===== src/rtl/router_pkt_receiver.sv =====
// router_pkt_receiver
//   Receive-side deframer for the router byte stream. Parses the sa/da/len/crc
//   header, forwards payload bytes, checks length and payload checksum, reports
//   a per-packet status pulse and keeps saturating good/bad packet counters.
//
// Ports
//   clk, reset           : clock (rising edge), asynchronous active-low reset
//   rx_data, rx_valid    : input byte stream; rx_valid low ends a packet
//   pkt_sa/da/len/crc    : header fields of the most recent packet
//   pl_data, pl_valid    : registered payload byte stream
//   pkt_done             : one-cycle completion pulse
//   pkt_ok, err_code     : completion status (0 none, 1 crc, 2 short len,
//                          3 long len, 4 length mismatch)
//   good_cnt, bad_cnt    : saturating packet counters
//   busy                 : packet in progress
module router_pkt_receiver #(
    parameter int unsigned MIN_PKT_LEN = 12,
    parameter int unsigned MAX_PKT_LEN = 2000,
    parameter int unsigned CNT_W       = 16
) (
    input  logic             clk,
    input  logic             reset,
    input  logic [7:0]       rx_data,
    input  logic             rx_valid,
    output logic [7:0]       pkt_sa,
    output logic [7:0]       pkt_da,
    output logic [31:0]      pkt_len,
    output logic [31:0]      pkt_crc,
    output logic [7:0]       pl_data,
    output logic             pl_valid,
    output logic             pkt_done,
    output logic             pkt_ok,
    output logic [2:0]       err_code,
    output logic [CNT_W-1:0] good_cnt,
    output logic [CNT_W-1:0] bad_cnt,
    output logic             busy
);

    typedef enum logic [2:0] {
        S_IDLE, S_SA, S_DA, S_LEN, S_CRC, S_PAYLOAD, S_DROP, S_DONE
    } state_t;

    state_t r_state, w_next;

    logic [7:0]       r_sa, r_da, r_sum, r_pl_data;
    logic [31:0]      r_len, r_crc, r_cnt;
    logic [1:0]       r_idx;
    logic [2:0]       r_rng_err, r_err;
    logic             r_pl_valid, r_ok;
    logic [CNT_W-1:0] r_good, r_bad;

    logic [31:0]      w_len_full;
    logic             w_len_lo, w_len_hi, w_start, w_fwd;
    logic [2:0]       w_err;

    // Full length as it will look once the 4th (MSB) len byte lands.
    assign w_len_full = {rx_data, r_len[23:0]};
    assign w_len_lo   = w_len_full < MIN_PKT_LEN;
    assign w_len_hi   = w_len_full > MAX_PKT_LEN;
    // A byte in DONE starts the next packet just like one in IDLE.
    assign w_start    = rx_valid && (r_state == S_IDLE || r_state == S_DONE);
    // Bytes beyond len are consumed but not forwarded.
    assign w_fwd      = (r_state == S_PAYLOAD) && rx_valid && (r_cnt + 32'd1 <= r_len);

    // Status for the packet ending now; priority range > length > crc.
    always_comb begin
        w_err = 3'd0;
        if (r_state == S_DROP)
            w_err = r_rng_err;
        else if (r_state != S_PAYLOAD || r_cnt != r_len)
            w_err = 3'd4;
        else if ({24'd0, r_sum} != r_crc)
            w_err = 3'd1;
    end

    // State register
    always_ff @(posedge clk or negedge reset) begin
        if (!reset) r_state <= S_IDLE;
        else        r_state <= w_next;
    end

    // Next-state logic
    always_comb begin
        w_next = r_state;
        case (r_state)
            S_IDLE:    if (rx_valid) w_next = S_DA;
            S_SA:      w_next = S_IDLE;  // sa is taken on the IDLE/DONE exit byte
            S_DA:      w_next = rx_valid ? S_LEN : S_DONE;
            S_LEN: begin
                if (!rx_valid)          w_next = S_DONE;
                else if (r_idx == 2'd3) w_next = (w_len_lo || w_len_hi) ? S_DROP : S_CRC;
            end
            S_CRC: begin
                if (!rx_valid)          w_next = S_DONE;
                else if (r_idx == 2'd3) w_next = S_PAYLOAD;
            end
            S_PAYLOAD: if (!rx_valid) w_next = S_DONE;
            S_DROP:    if (!rx_valid) w_next = S_DONE;
            S_DONE:    w_next = rx_valid ? S_DA : S_IDLE;
            default:   w_next = S_IDLE;
        endcase
    end

    // Output logic
    always_comb begin
        pkt_done = (r_state == S_DONE);
        busy     = (r_state != S_IDLE) && (r_state != S_DONE);
    end

    // Datapath: header capture, byte count, checksum, status and counters
    always_ff @(posedge clk or negedge reset) begin
        if (!reset) begin
            r_sa       <= '0;
            r_da       <= '0;
            r_len      <= '0;
            r_crc      <= '0;
            r_cnt      <= '0;
            r_sum      <= '0;
            r_idx      <= '0;
            r_rng_err  <= '0;
            r_err      <= '0;
            r_ok       <= 1'b0;
            r_pl_data  <= '0;
            r_pl_valid <= 1'b0;
            r_good     <= '0;
            r_bad      <= '0;
        end else begin
            r_pl_valid <= w_fwd;
            if (w_fwd) r_pl_data <= rx_data;

            if (w_start) begin
                r_sa      <= rx_data;
                r_cnt     <= 32'd1;
                r_sum     <= '0;
                r_idx     <= '0;
                r_rng_err <= '0;
            end else if (rx_valid) begin
                case (r_state)
                    S_DA: begin
                        r_da  <= rx_data;
                        r_cnt <= r_cnt + 32'd1;
                        r_idx <= '0;
                    end
                    S_LEN: begin
                        r_len[{r_idx, 3'b000} +: 8] <= rx_data;
                        r_cnt <= r_cnt + 32'd1;
                        r_idx <= r_idx + 2'd1;
                        if (r_idx == 2'd3) begin
                            if (w_len_lo)      r_rng_err <= 3'd2;
                            else if (w_len_hi) r_rng_err <= 3'd3;
                        end
                    end
                    S_CRC: begin
                        r_crc[{r_idx, 3'b000} +: 8] <= rx_data;
                        r_cnt <= r_cnt + 32'd1;
                        r_idx <= r_idx + 2'd1;
                    end
                    S_PAYLOAD: begin
                        r_cnt <= r_cnt + 32'd1;
                        if (w_fwd) r_sum <= r_sum + rx_data;
                    end
                    default: ;
                endcase
            end

            // Status and counters change on entry to DONE so they are
            // already valid while pkt_done is high.
            if (w_next == S_DONE) begin
                r_err <= w_err;
                r_ok  <= (w_err == 3'd0);
                if (w_err == 3'd0) begin
                    if (r_good != {CNT_W{1'b1}}) r_good <= r_good + 1'b1;
                end else begin
                    if (r_bad != {CNT_W{1'b1}}) r_bad <= r_bad + 1'b1;
                end
            end
        end
    end

    assign pkt_sa   = r_sa;
    assign pkt_da   = r_da;
    assign pkt_len  = r_len;
    assign pkt_crc  = r_crc;
    assign pl_data  = r_pl_data;
    assign pl_valid = r_pl_valid;
    assign pkt_ok   = r_ok;
    assign err_code = r_err;
    assign good_cnt = r_good;
    assign bad_cnt  = r_bad;

endmodule


===== config.mk =====
export PLATFORM = sky130hd
export DESIGN_NAME = router_pkt_receiver
export DESIGN_NICKNAME = d
export VERILOG_FILES = /design/src/rtl/router_pkt_receiver.sv
export SDC_FILE = /design/constraint.sdc
export NUM_CORES = 1
export LEC_CHECK = 0
export ABC_AREA = 1
export CAP_MARGIN = 0
export CORE_MARGIN = 1
export CORE_UTILIZATION = 52
export CTS_CLUSTER_SIZE = 14
export DETAILED_ROUTE_END_ITERATION = 10
export PLACE_DENSITY = 0.86
export SLEW_MARGIN = 15
export SYNTH_ARGS = -nofsm -noshare
export SYNTH_HDL_FRONTEND = slang
export SYNTH_SLANG_ARGS = --single-unit
export TNS_END_PERCENT = 10

===== constraint.sdc =====
create_clock -name clk -period 3.68 [get_ports clk]
set_input_delay 0.368 -clock clk [delete_from_list [all_inputs] [get_ports clk]]
set_output_delay 0.368 -clock clk [all_outputs]
set_load 0.01 [all_outputs]

==> results of run 1 <==
[area by class of cell]
class	instances	area (sq um)
Inverter	178	668
Multi-Input combinational cell	996	5380
Fill cell	1596	6800
Timing Repair Buffer	152	1490
Tap cell	265	332
Sequential cell	172	4300
Clock inverter	15	201
Clock buffer	17	425
[per-stage QoR]
stage          cell area, sq um  instances  setup slack (ps)
2_1_floorplan             10500       1375               588
3_3_place_gp              12100       1763               498
3_5_place_dp              12100       1763               291
4_1_cts                   12800       1795               240
5_1_grt                   12800       1795              4.04
6_report                  12800       1795               216
[sequential cells by signal (all words and copies together), names as in the netlist]
register	flops
pkt_da	8
r_sum	8
r_idx	2
pl_data	8
pkt_sa	8
pkt_len	32
pkt_crc	32
pkt_ok	1
err_code	3
bad_cnt	16
r_rng_err	2
r_cnt	32
good_cnt	16
r_state	3
pl_valid	1
[logic make-up (layout without fill, tap and decap cells)]
family          after synthesis  in the layout
compound gates              170            170
buf+inv                     207            362
flops                       172            172
xor+xnor                     68             68
mux                          17             17
simple gates                692            692
fa+ha+maj                    49             49
[repair_timing]
action,in CTS,in global routing
endpoints found under the setup margin,0,17
gates resized for setup,0,5
setup buffers,0,0
[per-layer routing]
metal	global-route usage, %	share of wire [%]
met1	44.0	43
met2	46.8	44
met3	5.63	8.5
met4	15.4	4.2
met5	0	0
[final timing paths]
kind                           start           to
max                         r_cnt[2]   pl_data[2]
min                            reset  pkt_crc[14]
max reg2reg                 r_cnt[2]   pl_data[2]
min reg2reg                pkt_sa[0]    pkt_sa[0]
max in group asynchronous      reset  pkt_crc[22]
min in group clk           pkt_sa[0]    pkt_sa[0]
[synthesized netlist by cell type (11+ instances only)]
master	number	area, sq um
nor4_1	11	68.8
o21ai_0	110	551
ha_1	48	601
clkbuf_1	20	75.1
nand2_2	21	131
nand3_1	76	380
dfrtp_1	172	4300
inv_1	171	642
nand2_1	366	1370
xor2_1	37	324
xnor2_1	31	272
mux2_2	17	191
nor2_1	130	488
nor3_1	29	145
nand4_1	35	219
a21oi_1	28	140
o22ai_1	20	125
[cell usage in the layout (no fill, tap or decap), drive strengths merged]
cell type,count
a21oi,29
and2,1
and3,1
buf,16
bufinv,3
clkbuf,17
clkdlybuf4s50,136
clkinv,7
clkinvlp,1
dfrtp,172
fa,1
ha,48
inv,182
mux2,17
nand2,389
nand3,79
nand3b,4
nand4,35
nor2,138
nor3,29
nor4,12
o211ai,2
o21a,2
o21ai,115
o21bai,1
o22ai,20
o31ai,1
or2,3
or4,1
xnor2,31
xor2,37
[power groups by stage]
| stage | Clock [uW] | Combinational, uW | Sequential (uW) |
|---|---|---|---|
| floorplan | 0 | 2730 | 3350 |
| global placement | 0 | 4630 | 3390 |
| detailed placement | 0 | 4760 | 3400 |
| CTS | 1950 | 4800 | 3380 |
| global route | 2020 | 5390 | 3490 |
| finish | 1930 | 4900 | 3420 |
==> run_results.csv, run 1 <==
group,metric,value,unit
cells_and_area,postLayoutCoreUtil,65.3,%
global_routing,overflow,0,
timing,finalCritPeriodShare,94.1,%
timing,rsz0062_at_grt,"false",
placement,dp_hpwl,23400,microns
synthesis,synthCells,1375,
critical_path,critPathSlowestCell,"dfrtp_1",
timing,skew,7.61,ps
die,die_h,144,microns
timing,maxSlewHeadroom,36.7,%
synthesis,syn_nets,1435,
timing,holdWs,-40.7,ps
placement,globalplace.congestion,1.00,
die,io_pins,138,
die,row_count,51,
die,die_x,144,microns
power_and_ir_drop,internal_power,5680,uW
power_and_ir_drop,power_density,801,nW/um^2
power_and_ir_drop,p_total,10200,uW
clock_network,cts_buffer_depth,2,
timing,fmax,289,MHz
synthesis,synth_seq_cells,172,
critical_path,crit_buf_inv,4,
cells_and_area,fin_nets,1577,
critical_path,rrSetupSlack,220,ps
synthesis,synth_top_family_by_area,"simple AND/OR/NAND/NOR gates",
clock_network,root_buffer,"clkbuf_16",
clock_network,cts_buffers,17,
placement,port_buffers,137,
run,drv_cap,0,
power_and_ir_drop,p_sw_share,44.5,%
cells_and_area,layout-drive-gt1-share,7.52,%
cells_and_area,n_antenna_cell,0,
clock_network,cts_tree,"built",
timing,final_max_slew_viol_count,0,
critical_path,crit_fanout,25,
power_and_ir_drop,p_leak,0.00616,uW
synthesis,synth_cell_types,43,
synthesis,synth-edff-count,0,
clock_network,cts_sinks,172,
timing,worst_pin_slew,947,ps
power_and_ir_drop,combPwrFrac,47.8,%
timing,hold_violations,12,
routing,postRouteWirelength,31300,microns
clock_network,path_clk_slew,70,ps
synthesis,synthFlopType,"dfrtp_1",
power_and_ir_drop,ir_worst_vdd,0.000450,V
power_and_ir_drop,p_sw,4560,uW
routing,wl_per_cell,17.5,microns
synthesis,synth_seq_area_share,41.1,%
routing,postRouteAntennaNets,0,
routing,drt_iter0_drc,973,
critical_path,critPathKind,"flip-flop to flip-flop",
cells_and_area,syn2layout_area_growth,22.3,%
clock_network,worstSkewPairLatency,440,ps
die,dieArea,20700,sq um
critical_path,path_depth,21,
synthesis,synthAdderAreaFrac,5.93,%
critical_path,start_kind,"flip-flop",
status,outcome,"finished with violations",
routing,drt-pass1-iter-count,6,
power_and_ir_drop,clkPwrFrac,18.9,%
clock_network,cts_htree_levels,4,
global_routing,grt_usage,31.4,%
critical_path,path_cells,"inv_1 -> nor3_1 -> nand2_1 -> nor2_1 -> nand2_1 -> nor2_1 -> inv_1 -> o21ai_0 -> inv_1 -> ha_1 -> nand4_1 -> nor3_1 -> nand2_1 -> nand2_1 -> nand2_1 -> nand2_1 -> nand2_1 -> nand2_1 -> buf_4 -> nand2_1 -> o21ai_0",
die,core,19600,sq um
global_routing,grt_antenna_before_repair,0,
synthesis,synth.mux.area_fraction,1.83,%
synthesis,synth_xor_xnor_area_share,5.69,%
critical_path,crit_family,"simple AND/OR/NAND/NOR gates",
routing,drc,0,
critical_path,crit_required,4030,ps
routing,viasPerCell,5.63,
clock_network,hold_buffers,0,
min_path,min_path_type,"input pin to asynchronous set/reset pin",
die,start_util,53.4,%
synthesis,syn-cell-area,10500,sq um
critical_path,cp_slowest_stage_delay,430,ps
critical_path,arrival,3810,ps
synthesis,syn_area_per_cell,7.61,sq um
synthesis,synth_compound_area_share,8.62,%
synthesis,synthArstFlopShare,100,%
global_routing,grt_pass1_vias,9506,
routing,via_count,10100,
timing,setup_tns,0,ps
timing,setup_viol,0,
critical_path,cp-end-kind,"flip-flop",
synthesis,ys_warn_count,0,
power_and_ir_drop,p_seq_share,33.3,%
timing,min_period,3460,ps
synthesis,synth_simple_gate_area_share,29.1,%
critical_path,critPathMostFrequentCell,"nand2_1",
critical_path,worstRegToRegCells,21,
status,failed_checks,"hold timing",
global_routing,grt_max_degree,85,
global_routing,grt_pass1_wl,49600,microns
No activity file was read; power rests on OpenSTA's default activity.
==> inputs of run 2 (changes only) <==
--- a/config.mk
+++ b/config.mk
@@ -6,12 +6,13 @@
 export NUM_CORES = 1
 export LEC_CHECK = 0
 export ABC_AREA = 1
-export CAP_MARGIN = 0
+export CAP_MARGIN = 40
 export CORE_MARGIN = 1
 export CORE_UTILIZATION = 52
 export CTS_CLUSTER_SIZE = 14
 export DETAILED_ROUTE_END_ITERATION = 10
 export PLACE_DENSITY = 0.86
+export SKIP_LAST_GASP = 1
 export SLEW_MARGIN = 15
 export SYNTH_ARGS = -nofsm -noshare
 export SYNTH_HDL_FRONTEND = slang
==> constraint.sdc (replaced) <==
create_clock -name clk -period 3.68 [get_ports clk]
set_input_delay 0.736 -clock clk [delete_from_list [all_inputs] [get_ports clk]]
set_output_delay 0.736 -clock clk [all_outputs]
set_load 0.01 [all_outputs]
==> run_results.csv, run 2 (synthesis results as in run 1) <==
group,metric,value,unit
status,outcome,"complete, no violations",
clock_network,cts_buffers,17,
critical_path,crit_required,3980,ps
timing,min_period,3370,ps
cells_and_area,syn2layout_area_growth,22.2,%
timing,skew,11.1,ps
placement,globalplace.congestion,0.996,
global_routing,grt_pass1_wl,48900,microns
critical_path,critPathKind,"flip-flop to flip-flop",
placement,port_buffers,137,
min_path,min_path_type,"input pin to asynchronous set/reset pin",
critical_path,crit_fanout,25,
clock_network,path_clk_slew,80,ps
timing,holdWs,307,ps
routing,via_count,10000,
routing,drc,0,
critical_path,r2r_start,"r_cnt[4]",
run,drv_cap,0,
routing,drt_iter0_drc,1003,
die,io_pins,138,
die,core,19600,sq um
routing,postRouteAntennaNets,0,
timing,worst_pin_slew,828,ps
timing,final_max_slew_viol_count,0,
cells_and_area,layout_common_cells,"nand2_1, inv_1, dfrtp_1, clkdlybuf4s50_1, nor2_1",
power_and_ir_drop,p_seq_share,33.8,%
die,start_util,53.4,%
routing,postRouteWirelength,30300,microns
clock_network,cts_tree,"built",
cells_and_area,postLayoutCoreUtil,65.3,%
cells_and_area,final_common_cell,"nand2_1",
global_routing,grt_usage,30.6,%
global_routing,overflow,0,
critical_path,worstSetupStartpoint,"r_cnt[4]",
critical_path,cp-end-kind,"flip-flop",
clock_network,worstSkewPairLatency,430,ps
power_and_ir_drop,power_density,789,nW/um^2
power_and_ir_drop,p_leak,0.00615,uW
die,row_count,51,
die,dieArea,20700,sq um
clock_network,cts_buffer_depth,2,
power_and_ir_drop,p_sw,4530,uW
global_routing,grt_max_degree,75,
timing,hold_violations,0,
die,die_x,144,microns
die,die_h,144,microns
cells_and_area,layout-drive-gt1-share,7.58,%
clock_network,cts_htree_levels,4,
power_and_ir_drop,combPwrFrac,47.8,%
timing,setup_viol,0,
placement,dp_hpwl,22900,microns
clock_network,cts_sinks,172,
routing,drt-pass1-iter-count,7,
power_and_ir_drop,clkPwrFrac,18.4,%
timing,finalCritPeriodShare,91.5,%
routing,viasPerCell,5.59,
timing,fmax,297,MHz
power_and_ir_drop,p_sw_share,44.9,%
global_routing,grt_antenna_before_repair,0,
global_routing,grt_pass1_vias,9333,
clock_network,hold_buffers,0,
clock_network,root_buffer,"clkbuf_16",
cells_and_area,fin_nets,1577,
cells_and_area,n_antenna_cell,0,
routing,wl_per_cell,16.9,microns
critical_path,arrival,3660,ps
power_and_ir_drop,internal_power,5560,uW
power_and_ir_drop,ir_worst_vdd,0.000473,V
timing,maxSlewHeadroom,44.6,%
critical_path,start_kind,"flip-flop",
[run 2: cell types whose count changed in the layout (fill, tap and decap cells not counted), sizes merged]
cell / change
bufinv: -2
clkinvlp: +2
[run 2: critical path, stage by stage (launching register included)]
cell      delay [ps]
dfrtp_1          440
inv_1            130
nor4_1           360
nand2_1          120
nor2_1           220
nand2_1          120
xor2_1           190
inv_1             70
ha_1             290
a21oi_1          160
o21ai_0          130
nand2_1          100
o211ai_1          90
nor2_1           170
nand2_1           80
nand2_1          110
nand2_1           70
buf_4            230
nand2_1           80
o21ai_0           90
[run 2: power groups by stage]
| stage | Combinational [uW] | Clock (uW) | Sequential, uW |
|---|---|---|---|
| after floorplan | 2730 | 0 | 3350 |
| after global placement | 4560 | 0 | 3400 |
| after detailed placement | 4730 | 0 | 3410 |
| after CTS | 4770 | 1860 | 3390 |
| after global routing | 5340 | 1950 | 3490 |
| final | 4820 | 1850 | 3420 |
[run 2: repair_timing]
| item | in CTS | in global routing |
|---|---|---|
| buffers inserted | 0 | 0 |
| resized for setup | 0 | 6 |
| endpoints found under the hold margin | 0 | 0 |
| setup endpoints to repair | 0 | 17 |
[run 2: cell type report]
type	instances	area, sq um
inverters	178	668
flip-flops and latches	172	4310
well taps	265	332
fillers	1658	6800
clock inverters	15	180
repair buffers	152	1500
clock buffers	17	425
multi-input cells	996	5380
[run 2: metal layers]
metal  share of wire (%)  up-vias  global-route usage, %
li1                    -     4723                      -
met1                  43     4756                   43.3
met2                  46      495                   46.4
met3                 8.2       61                   5.23
met4                 3.1        0                   12.0
met5                   0        -                      0
[run 2: metrics by stage]
step / power [uW] / worst slack (ps) / TNS [ps] / area [sq um] / instances
2_1_floorplan: 6080 / 588 / 0 / 10500 / 1375
3_3_place_gp: 7950 / 393 / 0 / 12100 / 1761
3_5_place_dp: 8130 / 206 / 0 / 12100 / 1761
4_1_cts: 10000 / 219 / 0 / 12700 / 1793
5_1_grt: 10800 / -13.6 / -23.3 / 12800 / 1795
6_report: 10100 / 314 / 0 / 12800 / 1795
[run 2: path summary, 6_finish.rpt]
path	end	slack [ps]	cells after the start
worst min-delay path	pkt_crc[15]	310	1
min in group clk	pkt_sa[3]	490	2
max in group asynchronous	good_cnt[3]	2530	2
worst max-delay path	pl_data[2]	310	19
worst min register to register	pkt_sa[3]	490	2
worst max register to register	pl_data[2]	310	19
==> inputs of run 3 (changes only) <==
--- a/config.mk
+++ b/config.mk
@@ -9,7 +9,6 @@
 export CAP_MARGIN = 40
 export CORE_MARGIN = 1
 export CORE_UTILIZATION = 52
-export CTS_CLUSTER_SIZE = 14
 export DETAILED_ROUTE_END_ITERATION = 10
 export PLACE_DENSITY = 0.86
 export SKIP_LAST_GASP = 1
==> results of run 3 <==
The final DEF is identical to that of run 2; final timing and power are the same.
